[config.mk]
export PLATFORM = sky130hd
export DESIGN_NAME = lamp_rr_scheduler
export DESIGN_NICKNAME = d
export VERILOG_FILES = /design/src/rtl/lamp_pkg.sv /design/src/rtl/lamp_tick_gen.sv /design/src/rtl/lamp_rr_scheduler.sv
export SDC_FILE = /design/constraint.sdc
export NUM_CORES = 1
export LEC_CHECK = 0
export CAP_MARGIN = 5
export CORE_MARGIN = 3
export CORE_UTILIZATION = 50
export DETAILED_ROUTE_END_ITERATION = 8
export GPL_TIMING_DRIVEN = 0
export PLACE_DENSITY_LB_ADDON = 0.08
export SETUP_SLACK_MARGIN = 0.05
export SLEW_MARGIN = 15
export SYNTH_ARGS = -nofsm -noshare
export SYNTH_HDL_FRONTEND = slang
export SYNTH_HIERARCHICAL = 1
export SYNTH_SLANG_ARGS = --single-unit
[constraint.sdc]
create_clock -name CLK -period 2 [get_ports CLK]
set_input_delay 0.4 -clock CLK [delete_from_list [all_inputs] [get_ports CLK]]
set_output_delay 0.4 -clock CLK [all_outputs]
set_load 0.005 [all_outputs]
[src/rtl/lamp_pkg.sv]
// -----------------------------------------------------------------------------
// lamp_pkg
//   Shared definitions for the lamp controller family.
//   - Scheduler state encodings (IDLE, GRANT, GAP) as plain 2-bit constants
//   - cw(): counter/index width helper ($clog2 clamped to at least 1 bit)
// -----------------------------------------------------------------------------
package lamp_pkg;

  localparam logic [1:0] IDLE  = 2'd0;
  localparam logic [1:0] GRANT = 2'd1;
  localparam logic [1:0] GAP   = 2'd2;

  // Width needed to hold values 0..n-1. A single-value range still needs one
  // bit so that counters with PRESC=1 or HOLD=1 stay legal vectors.
  function automatic int cw(input int n);
    return (n <= 2) ? 1 : $clog2(n);
  endfunction

endpackage

[src/rtl/lamp_tick_gen.sv]
// -----------------------------------------------------------------------------
// lamp_tick_gen
//   Free-running prescaler. Produces a one-cycle tick every PRESC clocks; the
//   divide-by-2 toggle of the older lamp FSMs is the PRESC=2 case.
//   Ports:
//     CLK   in   system clock, rising edge
//     reset in   asynchronous, active-high reset (counter returns to 0)
//     tick  out  high in the last cycle of each PRESC-cycle period
// -----------------------------------------------------------------------------
module lamp_tick_gen
  import lamp_pkg::*;
#(
  parameter int PRESC = 2
) (
  input  logic CLK,
  input  logic reset,
  output logic tick
);

  localparam int PW = cw(PRESC);
  localparam logic [PW-1:0] LAST = PW'(PRESC - 1);

  logic [PW-1:0] presc_cnt;

  // NOTE: sequential state is assigned with <= so every flop samples values
  // from before the edge; the reset branch is in the sensitivity list, which
  // is what makes it asynchronous.
  always_ff @(posedge CLK or posedge reset) begin
    if (reset) begin
      presc_cnt <= '0;
    end else if (presc_cnt == LAST) begin
      presc_cnt <= '0;
    end else begin
      presc_cnt <= presc_cnt + 1'b1;
    end
  end

  assign tick = (presc_cnt == LAST);

endmodule

[src/rtl/lamp_rr_scheduler.sv]
// -----------------------------------------------------------------------------
// lamp_rr_scheduler
//   Time-shares one lamp between N_REQ requesters with round-robin
//   arbitration. A grant lasts up to HOLD ticks (or until its requester
//   releases) and is always followed by one dark GAP tick. All decisions are
//   taken on prescaler ticks only.
//
//   Optional build macro LAMP_PREEMPT0_EN: requester 0 becomes high priority;
//   it preempts any other grant (ptr untouched) and wins at every GAP exit.
//
//   Ports:
//     CLK     in   system clock, rising edge
//     reset   in   asynchronous, active-high reset
//     req     in   level request, bit i = requester i
//     grant   out  registered one-hot (or zero) grant
//     L       out  lamp drive, OR of grant
//     busy    out  high while in GRANT or GAP
//     cur_id  out  index of the current or last granted requester
// -----------------------------------------------------------------------------
module lamp_rr_scheduler
  import lamp_pkg::*;
#(
  parameter int N_REQ = 4,
  parameter int HOLD  = 8,
  parameter int PRESC = 2
) (
  input  logic                   CLK,
  input  logic                   reset,
  input  logic [N_REQ-1:0]       req,
  output logic [N_REQ-1:0]       grant,
  output logic                   L,
  output logic                   busy,
  output logic [cw(N_REQ)-1:0]   cur_id
);

  localparam int IDW = cw(N_REQ);
  localparam int HW  = cw(HOLD);
  localparam logic [IDW-1:0]   LAST_ID  = IDW'(N_REQ - 1);
  localparam logic [HW-1:0]    HOLD_TOP = HW'(HOLD - 1);
  localparam logic [N_REQ-1:0] ONE      = {{(N_REQ-1){1'b0}}, 1'b1};

  logic           tick;
  logic [1:0]     state;
  logic [HW-1:0]  hold_cnt;
  logic [IDW-1:0] ptr;
  logic [IDW-1:0] next_id;

  lamp_tick_gen #(.PRESC(PRESC)) u_tick (
    .CLK   (CLK),
    .reset (reset),
    .tick  (tick)
  );

  // First requester found scanning p, p+1, ... mod N_REQ. The loop runs from
  // the far end back toward p so the nearest hit is the one that sticks.
  function automatic logic [IDW-1:0] pick(input logic [N_REQ-1:0] r,
                                          input logic [IDW-1:0]   p);
    logic [IDW-1:0] sel;
    int             idx;
    sel = p;
    for (int i = N_REQ - 1; i >= 0; i--) begin
      idx = (int'(p) + i) % N_REQ;
      if (r[idx]) sel = IDW'(idx);
    end
    return sel;
  endfunction

  // NOTE: next_id gets its value before any conditional override, so this
  // block can never hold a stale value and infer a latch.
  always_comb begin
    next_id = pick(req, ptr);
`ifdef LAMP_PREEMPT0_EN
    if (state == GAP && req[0]) next_id = '0;
`endif
  end

  always_ff @(posedge CLK or posedge reset) begin
    if (reset) begin
      state    <= IDLE;
      hold_cnt <= '0;
      ptr      <= '0;
      grant    <= '0;
      cur_id   <= '0;
    end else if (tick) begin
      case (state)
        IDLE, GAP: begin
          if (|req) begin
            grant    <= ONE << next_id;
            cur_id   <= next_id;
            hold_cnt <= HOLD_TOP;
            state    <= GRANT;
          end else begin
            state    <= IDLE;
          end
        end
        GRANT: begin
`ifdef LAMP_PREEMPT0_EN
          if (cur_id != '0 && req[0]) begin
            // Preemption keeps ptr so the interrupted rotation resumes later.
            grant <= '0;
            state <= GAP;
          end else
`endif
          if (!req[cur_id] || hold_cnt == '0) begin
            grant <= '0;
            ptr   <= (cur_id == LAST_ID) ? '0 : cur_id + 1'b1;
            state <= GAP;
          end else begin
            hold_cnt <= hold_cnt - 1'b1;
          end
        end
        default: begin
          grant <= '0;
          state <= IDLE;
        end
      endcase
    end
  end

  // Derived from the registered grant, so an asynchronous reset darkens the
  // lamp immediately.
  assign L    = |grant;
  assign busy = (state != IDLE);

endmodule
* After elaboration in Yosys (flattened, before gate mapping) *
Cells that the tools add are included.

word-level totals
  bits in registers = 14
  input bits = 6
  output and inout port bits = 8

operators by class
  bitwise operators = 3
  multiplexer cells = 28
  $add $sub $neg = 6
  reductions and logical operators = 17
  equal/unequal tests = 6
  shift-type cells = 1
  order comparisons = 5

operators with widths
  cell                 number
  $lt 3x4->1 const B   3
  $mux 2               6
  $bmux 1 s2           5
  $mux 1               10
  $reduce_and 3->1     3
  $mux 4               2
  $pmux 4 s2           1
  $reduce_or 2->1      4
  $reduce_or 4->1      2
  $lt 2x3->1 const B   2
  $mux 3               2
  $ne 2x2->1 const B   3
  $pmux 3 s2           1
  $add 2x1->2 const B  2
  $add 2x2->2 const B  2
  $eq 2x2->1 const B   2
  $pmux 2 s2           1
  $reduce_and 4->1     1
  $reduce_bool 2->1    2
  $shl 1x2->4 const A  1
  $and 1x1->1 const A  3
  $logic_not 3->1      1
  $sub 3x1->3 const B  1
  $eq 2x1->1 const B   1
  other kinds (5)      5

* Depth between registers and ports, before layout *
Gate-level depths: netlist of the first run.

  word-level depth = 13
  mapped depth = 7
  depth with buffers taken out = 7

* Cells and area by module *
Netlist of the first run, hierarchy kept.

modules (own cells, without submodules)
  module             cells each  seq. area each (sq um)  instances  area each (sq um)
  lamp_rr_scheduler  78          325.3                   1          768.2
  lamp_tick_gen      3           25.0                    1          32.5

* Worst setup path after synthesis of the first run *
OpenSTA, ideal clock, no wires.

  kind = register to register
  start = register cur_id[0]
  end = register ptr[0]
  setup slack = 0.287 ns
  path buffers = 0
  required time = 1.875 ns
  clock period less this slack = 1.713 ns
  arrival time = 1.588 ns
  library setup time = 0.125 ns
  stages on the path, launching flop included = 5
  cell sequence = dfrtp_1 mux4_2 nand2b_2 nor3b_4 mux2_2

between the ends
  longest elaborated chain between the ends = 5

RTL lines
  element                            RTL line                  source
  start, declared                    lamp_rr_scheduler.sv:33   output logic [cw(N_REQ)-1:0] cur_id
  start signal, assigned             lamp_rr_scheduler.sv:89   cur_id <= next_id;
  $bmux 1 s2                         lamp_rr_scheduler.sv:104  if (!req[cur_id] || hold_cnt == '0) begin
  $mux 1 (implied by the code)       lamp_rr_scheduler.sv:104
  $logic_not 1->1                    lamp_rr_scheduler.sv:104
  $logic_or 1x1->1                   lamp_rr_scheduler.sv:104
  $reduce_and 3->1 (no source line)  -
  end signal, assigned               lamp_rr_scheduler.sv:106  ptr <= (cur_id == LAST_ID) ? '0 : cur_id + 1'b1;
  end, declared                      lamp_rr_scheduler.sv:45   logic [IDW-1:0] ptr;

Parallel ways exist; a longest one is shown, timed or not. The select of a mux whose other input is x is not followed.
A chain may end at the register's enable or synchronous reset.

* Final worst setup path of the first run *
  start = register grant[2]
  end = output port L

between the ends
  longest elaborated chain between the ends = 1

RTL lines
  element                 RTL line                  source
  start, declared         lamp_rr_scheduler.sv:30   output logic [N_REQ-1:0] grant,
  start signal, assigned  lamp_rr_scheduler.sv:88   grant <= ONE << next_id;
  $reduce_or 4->1         lamp_rr_scheduler.sv:122  assign L = |grant;
  end, declared           lamp_rr_scheduler.sv:31   output logic L,

Every way passes these cells.

==> flow_metrics.env, run 1 <==
export IMPL_vdd_ir_drop_max_uv=734
export IMPL_area_growth_pct=23.1
export IMPL_clockBufferDepth=2
export IMPL_die_area_um2=2120
export IMPL_final_setup_tns_ns=0
export IMPL_diodes=0
export IMPL_clk_latency_ns=0.28
export IMPL_synth_largest_area_cell="dfrtp_1"
export IMPL_start_util=0.572
export IMPL_numCtsBuffers=3
export IMPL_max_freq_mhz=540
export IMPL_grt_max_degree=14
export IMPL_cp_num_buf_inv=1
export IMPL_worstMarginPinSlew_ns=0.486
export IMPL_synth_edff_count=0
export IMPL_ys_seq_area_frac=0.438
export IMPL_die_h_um=46.0
export IMPL_period_needed_ns=1.85
export IMPL_p_per_area_nw_per_um2=1390
export IMPL_drc_errors=0
export IMPL_p_total_w=0.00137
export IMPL_syn_nets=90
export IMPL_wl_um=1590
export IMPL_synth_area_leaders="dfrtp_1 44%, ha_1 4.7%, nor2_1 4.2%"
export IMPL_slowest_delay_ns=0.51
export IMPL_cp_top_family="simple AND/OR/NAND/NOR gates"
export IMPL_nets=109
export IMPL_dr_pass1_iters=4
export IMPL_hold_path_class="primary input to asynchronous set/reset pin"
export IMPL_grt_pass1_vias=649
export IMPL_status="completed"
export IMPL_rows=13
export IMPL_rsz0062_at_grt="no"
export IMPL_cap_violations=0
export IMPL_vias=662
export IMPL_yosys_cell_count_top_type="dfrtp_1"
export IMPL_drtIter0Drc=15
export IMPL_synth_ff_latch_count=14
export IMPL_ys_types=32
export IMPL_antenna_found_initial=0
export IMPL_cp_cell_sequence="or4_1, dlygate4sd2_1"
export IMPL_cts_root_buf="clkbuf_4"
export IMPL_yosys_area_top_type_share=0.438
export IMPL_arrival_ns=1.45
export IMPL_core_area_um2=1400
export IMPL_cp_start_kind="flip-flop"
export IMPL_ios=14
export IMPL_critPathSlowestCell="or4_1"
export IMPL_ys_top_cells_by_count="14 x dfrtp_1, 9 x nor2_1, 8 x inv_1"
export IMPL_grt_pass1_wl_um=2760
export IMPL_finalHoldViolCount=0
export IMPL_via_per_inst=5.86
export IMPL_syn_cell_area_um2=801
export IMPL_cts_tree="done"
export IMPL_ys_warn_count=6
export IMPL_maxSlewHeadroom=0.676
export IMPL_cp_end_kind="output port"
export IMPL_crit_fanout=3
export IMPL_io_buffers=13
export IMPL_overflow=0
export IMPL_drive_gt1_frac=0.122
export IMPL_htreeDepth=1
export IMPL_gp_congestion=0.839
export IMPL_ff2ff_path_depth=4
export IMPL_fp_dieW_um=46.0
export IMPL_async_flop_share=1.00
export IMPL_period_share=0.925
export IMPL_regToRegStartpoint="cur_id[0]"
export IMPL_ant_nets=0
export IMPL_setup_viol=0
export IMPL_ctsHoldBuffers=0
export IMPL_clk_pin_slew_ns=0.08
export IMPL_netlist_instances=81
export IMPL_syn_avg_cell_area_um2=9.89
export IMPL_grt_use_total=0.192
export IMPL_critical_path_class="flip-flop to output port"
export IMPL_clock_sinks=14
export IMPL_crit_required_ns=1.60
export IMPL_ff2ff_setup_slack_ns=0.19
export IMPL_rr_endpoint="ptr[0]"
export IMPL_ys_flop_type="dfrtp_1"
export IMPL_clock_skew_ns=0.00320
export IMPL_holdWs_ns=0.270
export IMPL_leakagePower_nw=0.491
export IMPL_final_max_slew_viol_count=0
export IMPL_post_drt_wl_per_cell_um=14.1
export IMPL_hpwl_um=1200
cell type report:
type | count | area, um2
Clock buffer | 3 | 22.5
Multi-Input combinational cell | 58 | 417
Inverter | 8 | 30.0
Tap cell | 15 | 18.8
Fill cell | 110 | 413
Timing Repair Buffer | 14 | 134
Buffer | 1 | 13.8
Sequential cell | 14 | 350
state kept, by name, summed over array words and instances (netlist names):
register and cells:
grant 4, hold_cnt 3, cur_id 2, ptr 2
state 2, u_tick/tick 1
how the worst max path moves through the flow:
| stage | start | end | slack [ns] | cells after the start |
|---|---|---|---|---|
| after detailed placement | req[3] | ptr[0] | -0.27 | 5 |
| after floorplan | cur_id[0] | ptr[0] | 0.29 | 4 |
| after global routing | grant[2] | L | 0.08 | 2 |
| after global placement | req[3] | ptr[1] | -0.27 | 5 |
| final | grant[2] | L | 0.15 | 2 |
| after CTS | req[2] | ptr[0] | 0.09 | 5 |
power by group:
group / internal [W] / switching, W
Combinational: 0.000401 / 0.000317
Clock: 0.0000698 / 0.0000857
Sequential: 0.000399 / 0.000103
Total: 0.000870 / 0.000505
cell families (layout without fill, tap and decap cells):
kind of cell | count (synthesis) | in the layout | synth area share
AOI/OAI and AO/OA | 22 | 22 | 0.203
adders and majority gates | 3 | 3 | 0.0469
buffers and inverters | 9 | 26 | 0.0422
DFF | 14 | 14 | 0.438
muxes | 3 | 3 | 0.0562
and+or+nand+nor | 30 | 30 | 0.214
worst register-to-register path, cell delays in order, from the launching register on:
cell	delay, ns
dfrtp_1	0.44
mux4_2	0.56
nand2b_2	0.11
nor3b_4	0.24
mux2_2	0.36
cells in the final DEF (no fill, tap or decap), drive strengths merged:
| master | count |
|---|---|
| a21boi | 1 |
| a21o | 2 |
| a21oi | 2 |
| a22o | 2 |
| a311oi | 3 |
| a31oi | 1 |
| and2b | 1 |
| buf | 1 |
| clkbuf | 4 |
| clkdlybuf4s50 | 7 |
| dfrtp | 14 |
| dlygate4sd2 | 5 |
| dlymetal6s2s | 1 |
| ha | 3 |
| inv | 8 |
| mux2 | 2 |
| mux4 | 1 |
| nand2 | 5 |
| nand2b | 2 |
| nand3 | 3 |
| nand3b | 1 |
| nand4 | 1 |
| nor2 | 9 |
| nor2b | 2 |
| nor3b | 3 |
| o21a | 1 |
| o21ai | 4 |
| o21bai | 1 |
| o22a | 2 |
| o22ai | 1 |
| o2bb2ai | 2 |
| or2 | 1 |
| or4 | 2 |
routing by layer:
layer | vias to the layer above | global-route usage | wire length, um
met3 | 7 | 0.0474 | 70
met4 | 0 | 0.142 | 36
met2 | 17 | 0.294 | 774
met1 | 309 | 0.229 | 713
met5 | - | 0 | 0
li1 | 329 | - | -
metrics by stage:
step / std cells / utilization / setup WS [ns] / cell area (um2)
6_report: 113 / 0.705 / 0.149 / 986
5_1_grt: 113 / 0.705 / 0.0758 / 986
4_1_cts: 113 / 0.703 / 0.0919 / 983
3_5_place_dp: 109 / 0.679 / -0.272 / 950
3_3_place_gp: 109 / 0.679 / -0.272 / 950
2_1_floorplan: 81 / - / 0.287 / 801
what timing repair did:
item	in CTS	in global routing
setup buffers	1	0
setup endpoints to repair	4	2
resized for setup	8	1
No activity file was read; power rests on OpenSTA's default activity.
==> run 2, diff against run 1 <==
--- a/config.mk
+++ b/config.mk
@@ -10,7 +10,7 @@
 export CORE_UTILIZATION = 50
 export DETAILED_ROUTE_END_ITERATION = 8
 export GPL_TIMING_DRIVEN = 0
-export PLACE_DENSITY_LB_ADDON = 0.08
+export PLACE_DENSITY = 0.72
 export SETUP_SLACK_MARGIN = 0.05
 export SLEW_MARGIN = 15
 export SYNTH_ARGS = -nofsm -noshare
==> run 2 against run 1 <==
  * Cell area grew 1.4%
  * Register-to-register slack barely moved
  * Worst hold slack gained 0.0086 ns
  * Count of clock-buffer cells in the layout increased by 1
  * Die area is the same
  * Critical path depth stayed put
  * Core utilization is 0.98 points higher
  * First-iteration DRC count rose by 60%
  * Non-clock buffer count unchanged
  * Cell count increased by 0.88%
  * Routed wire length grew 9.3%
  * Flip-flop and latch count is the same
  * Largest cell class unchanged
  * Highest routed layer unchanged
==> flow_metrics.env, run 2 (synthesized netlist as in run 1, its figures left out) <==
export IMPL_cp_top_family="simple AND/OR/NAND/NOR gates"
export IMPL_largest_reg_flops=4
export IMPL_arrival_ns=1.48
export IMPL_wl_um=1740
export IMPL_via_per_inst=6.02
export IMPL_grt_max_degree=14
export IMPL_finalHoldViolCount=0
export IMPL_top_register="grant"
export IMPL_htreeDepth=1
export IMPL_cap_violations=0
export IMPL_drtIter0Drc=24
export IMPL_mostFrequentLayoutCells="14 x dfrtp_1, 9 x nor2_1, 8 x inv_1"
export IMPL_cp_start_kind="flip-flop"
export IMPL_grt_pass1_wl_um=2960
export IMPL_vdd_ir_drop_max_uv=839
export IMPL_cp_end_kind="output port"
export IMPL_wl_met1_um=837
export IMPL_diodes=0
export IMPL_place_inst=109
export IMPL_max_freq_mhz=533
export IMPL_hold_path_class="primary input to asynchronous set/reset pin"
export IMPL_hpwl_um=1280
export IMPL_ant_nets=0
export IMPL_rsz0062_at_grt="no"
export IMPL_final_max_slew_viol_count=0
export IMPL_drive_gt1_frac=0.131
export IMPL_rows=13
export IMPL_dpl_instance_area_um2=950
export IMPL_status="completed"
export IMPL_mostFrequentLayoutCell="dfrtp_1"
export IMPL_highest_layer="met4"
export IMPL_route_met3_wl_um=75
export IMPL_ff2ff_setup_slack_ns=0.20
export IMPL_crit_required_ns=1.60
export IMPL_grt_pass1_vias=665
export IMPL_leakagePower_nw=0.497
export IMPL_core_area_um2=1400
export IMPL_wl_met2_um=822
export IMPL_rr_endpoint="ptr[0]"
export IMPL_cts_root_buf="clkbuf_4"
export IMPL_cp_cell_sequence="or4_1, dlygate4sd2_1"
export IMPL_clock_skew_ns=0.0170
export IMPL_dr_pass1_iters=4
export IMPL_die_h_um=46.0
export IMPL_ctsHoldBuffers=0
export IMPL_numCtsBuffers=3
export IMPL_critPathSlowestCell="or4_1"
export IMPL_start_util=0.572
export IMPL_holdWs_ns=0.279
export IMPL_post_drt_wl_per_cell_um=15.3
export IMPL_p_total_w=0.00145
export IMPL_cts_tree="done"
export IMPL_nets=109
export IMPL_largest_registers="grant: 4 flops, hold_cnt: 3 flops"
export IMPL_antenna_found_initial=0
export IMPL_maxSlewHeadroom=0.670
export IMPL_ff2ff_path_depth=4
export IMPL_area_growth_pct=24.8
export IMPL_slowest_delay_ns=0.51
export IMPL_grt_use_total=0.196
export IMPL_ios=14
export IMPL_finish_utilization=0.715
export IMPL_final_cells=114
export IMPL_period_needed_ns=1.88
export IMPL_die_area_um2=2120
export IMPL_crit_fanout=3
export IMPL_cp_num_buf_inv=1
export IMPL_clock_sinks=14
export IMPL_clk_pin_slew_ns=0.10
export IMPL_io_buffers=13
export IMPL_regToRegStartpoint="cur_id[0]"
export IMPL_vias=686
export IMPL_critical_path_class="flip-flop to output port"
export IMPL_clockBufferDepth=2
export IMPL_clk_latency_ns=0.29
export IMPL_drc_errors=0
export IMPL_fp_dieW_um=46.0
export IMPL_p_per_area_nw_per_um2=1450
export IMPL_stdcell_area_um2=1000
export IMPL_overflow=0
export IMPL_gp_congestion=0.748
export IMPL_worstMarginPinSlew_ns=0.494
export IMPL_setup_viol=0
export IMPL_period_share=0.939
==> run 2: changes by cell type in the layout (fill, tap and decap cells not counted) <==
cell and change:
clkbuf_8 +1
==> run 2: final cells by class <==
cell class | instances | area, um2
multi-input combinational | 58 | 417
fill | 110 | 399
sequential | 14 | 350
timing repair buffer | 14 | 134
clock buffer | 4 | 36.3
inverter | 8 | 30.0
tap | 15 | 18.8
buffer | 1 | 13.8
==> run 2: per-layer routing <==
layer	up-vias	GRT usage
met5	-	0
met2	19	0.308
met3	2	0.0514
li1	335	-
met1	330	0.270
met4	0	0.0398
==> run 2: metrics by stage <==
step	setup slack [ns]	setup TNS (ns)
after floorplan	0.287	0
after global placement	-0.250	-1.01
after detailed placement	-0.296	-1.30
after CTS	0.0670	0
after global routing	0.0679	0
final	0.123	0
==> run 2: how the worst max path moves through the flow <==
| stage | from | depth (start not counted) | slack (ns) | to |
|---|---|---|---|---|
| final | grant[2] | 2 | 0.12 | L |
| after global routing | grant[2] | 2 | 0.07 | L |
| after CTS | req[2] | 5 | 0.07 | ptr[0] |
| after detailed placement | req[3] | 5 | -0.30 | ptr[0] |
| after global placement | req[3] | 5 | -0.25 | ptr[1] |
| after floorplan | cur_id[0] | 4 | 0.29 | ptr[0] |
==> run 2: power breakdown <==
part           leakage, nW  switching, W  internal [W]
clock               0.0210     0.0000957      0.000111
combinational        0.311      0.000330      0.000402
sequential           0.165      0.000111      0.000398
total                0.497      0.000536      0.000911
==> run 2: worst register-to-register path, stage by stage, from the launching register on <==
cell and delay (ns):
dfrtp_1 0.44, mux4_2 0.55, nand2b_2 0.11, nor3b_4 0.24, mux2_2 0.37
==> run 2: repair_timing <==
| action | in CTS | in global routing |
|---|---|---|
| gates resized for setup | 8 | 1 |
| hold endpoints to repair | 0 | 0 |
| endpoints found under the setup margin | 4 | 2 |
| buffers inserted | 1 | 0 |
| gates cloned | 0 | 0 |
==> run 3, diff against run 2 <==
==> constraint.sdc (replaced) <==
create_clock -name CLK -period 1.8 [get_ports CLK]
set_input_delay 0.36 -clock CLK [delete_from_list [all_inputs] [get_ports CLK]]
set_output_delay 0.36 -clock CLK [all_outputs]
set_load 0.005 [all_outputs]
==> run 3 against run 2 <==
  * Routed wire length rose by 2.0%
  * Combinational power rose by 20%
  * Core utilization rose by 1.1 points
  * Register-to-register slack got worse by 0.13 ns
  * Sequential power rose by 11%
  * Total power rose by 15%
  * Global-route usage rose by 0.081 points
  * Cell area rose by 1.5%
==> flow_metrics.env, run 3 (synthesized netlist as in run 1, its figures left out) <==
export IMPL_status="completed"
export IMPL_numCtsBuffers=3
export IMPL_cp_depth=5
export IMPL_via_per_inst=6.08
export IMPL_cp_end_kind="flip-flop"
export IMPL_arrival_ns=1.91
export IMPL_grt_pass1_wl_um=2970
export IMPL_place_inst=109
export IMPL_die_area_um2=2120
export IMPL_hpwl_um=1280
export IMPL_wl_um=1780
export IMPL_holdWs_ns=0.238
export IMPL_ctsHoldBuffers=0
export IMPL_setup_viol=0
export IMPL_rsz0062_at_grt="yes"
export IMPL_cap_violations=0
export IMPL_drtIter0Drc=19
export IMPL_clk_pin_slew_ns=0.09
export IMPL_final_cells=115
export IMPL_stdcell_area_um2=1010
export IMPL_dpl_instance_area_um2=950
export IMPL_clk_latency_ns=0.28
export IMPL_critPathSlowestCell="mux4_2"
export IMPL_critical_path_class="primary input to flip-flop"
export IMPL_period_share=0.966
export IMPL_cp_top_family="multiplexers"
export IMPL_drc_errors=0
export IMPL_route_met3_wl_um=90
export IMPL_grt_pass1_vias=666
export IMPL_largest_reg_flops=4
export IMPL_start_util=0.572
export IMPL_ff2ff_path_depth=4
export IMPL_fp_dieW_um=46.0
export IMPL_core_area_um2=1400
export IMPL_wl_met1_um=833
export IMPL_grt_max_degree=14
export IMPL_vias=699
export IMPL_crit_required_ns=1.98
export IMPL_p_per_area_nw_per_um2=1650
export IMPL_cp_cell_sequence="dlygate4sd2_1, mux4_2, nand2b_4, nor3b_4, mux2_4"
export IMPL_htreeDepth=1
export IMPL_vdd_ir_drop_max_uv=907
export IMPL_diodes=0
export IMPL_hold_path_class="primary input to asynchronous set/reset pin"
export IMPL_highest_layer="met3"
export IMPL_rows=13
export IMPL_grt_use_total=0.196
export IMPL_dr_pass1_iters=4
export IMPL_period_needed_ns=1.74
export IMPL_leakagePower_nw=0.502
export IMPL_clock_sinks=14
export IMPL_finalHoldViolCount=0
export IMPL_cts_tree="done"
export IMPL_clock_skew_ns=0.0129
export IMPL_clockBufferDepth=2
export IMPL_io_buffers=13
export IMPL_ios=14
export IMPL_final_setup_tns_ns=0
export IMPL_ant_nets=0
export IMPL_max_freq_mhz=575
export IMPL_largest_registers="grant: 4 flops, hold_cnt: 3 flops"
export IMPL_crit_fanout=7
export IMPL_top_register="grant"
export IMPL_final_max_slew_viol_count=0
export IMPL_drive_gt1_frac=0.150
export IMPL_cp_start_kind="primary input"
export IMPL_cts_root_buf="clkbuf_4"
export IMPL_slowest_delay_ns=0.55
export IMPL_maxSlewHeadroom=0.665
export IMPL_post_drt_wl_per_cell_um=15.5
export IMPL_worstMarginPinSlew_ns=0.501
export IMPL_die_h_um=46.0
export IMPL_gp_congestion=0.748
export IMPL_ff2ff_setup_slack_ns=0.07
export IMPL_cp_num_buf_inv=1
export IMPL_mostFrequentLayoutCells="14 x dfrtp_1, 9 x nor2_1, 8 x inv_1"
export IMPL_antenna_found_initial=0
export IMPL_wl_met2_um=853
export IMPL_fillers=106
export IMPL_nets=110
export IMPL_area_growth_pct=26.7
export IMPL_overflow=0
export IMPL_mostFrequentLayoutCell="dfrtp_1"
## run 3: what timing repair did
action | CTS | global route
setup endpoints to repair | 10 | 4
resized for setup | 10 | 6
setup buffers | 2 | 0
## run 3: power breakdown
part | internal [W] | switching (W) | total [W]
logic | 0.000487 | 0.000393 | 0.000880
registers | 0.000443 | 0.000121 | 0.000564
clock network | 0.000123 | 0.000103 | 0.000226
total | 0.00105 | 0.000617 | 0.00167
## run 3: path summary, 6_finish.rpt
kind	start	end
min reg2reg	grant[3]	grant[3]
min in group CLK	grant[3]	grant[3]
max	req[3]	ptr[0]
min	reset	u_tick/tick
max in group asynchronous	reset	cur_id[0]
max reg2reg	cur_id[0]	ptr[0]
## run 3: worst register-to-register path, cell delays in order (launching register included)
cell and delay [ns]:
dfrtp_1 0.38, mux4_2 0.56, nand2b_4 0.10, nor3b_4 0.26, mux2_4 0.33
## run 3: final cells by class
type | instances | area (um2) | share of cell area
buffer | 1 | 15.0 | 0.0148
multi-input combinational | 58 | 429 | 0.423
clock buffer | 4 | 36.3 | 0.0358
sequential | 14 | 350 | 0.345
tap | 15 | 18.8 | 0.0185
timing repair buffer | 15 | 135 | 0.133
inverter | 8 | 30.0 | 0.0296
## run 3: metal layers
layer,global-route usage,vias up
met5,0,-
met4,0.0398,0
met3,0.0514,0
met2,0.308,26
met1,0.272,339
li1,-,334
## run 3: stage by stage
step	utilization	power, W	worst slack [ns]
floorplan	-	0.00103	0.0874
global placement	0.679	0.00134	-0.410
detailed placement	0.679	0.00137	-0.456
CTS	0.718	0.00164	0.00213
global route	0.725	0.00180	0.00747
finish	0.725	0.00167	0.0616
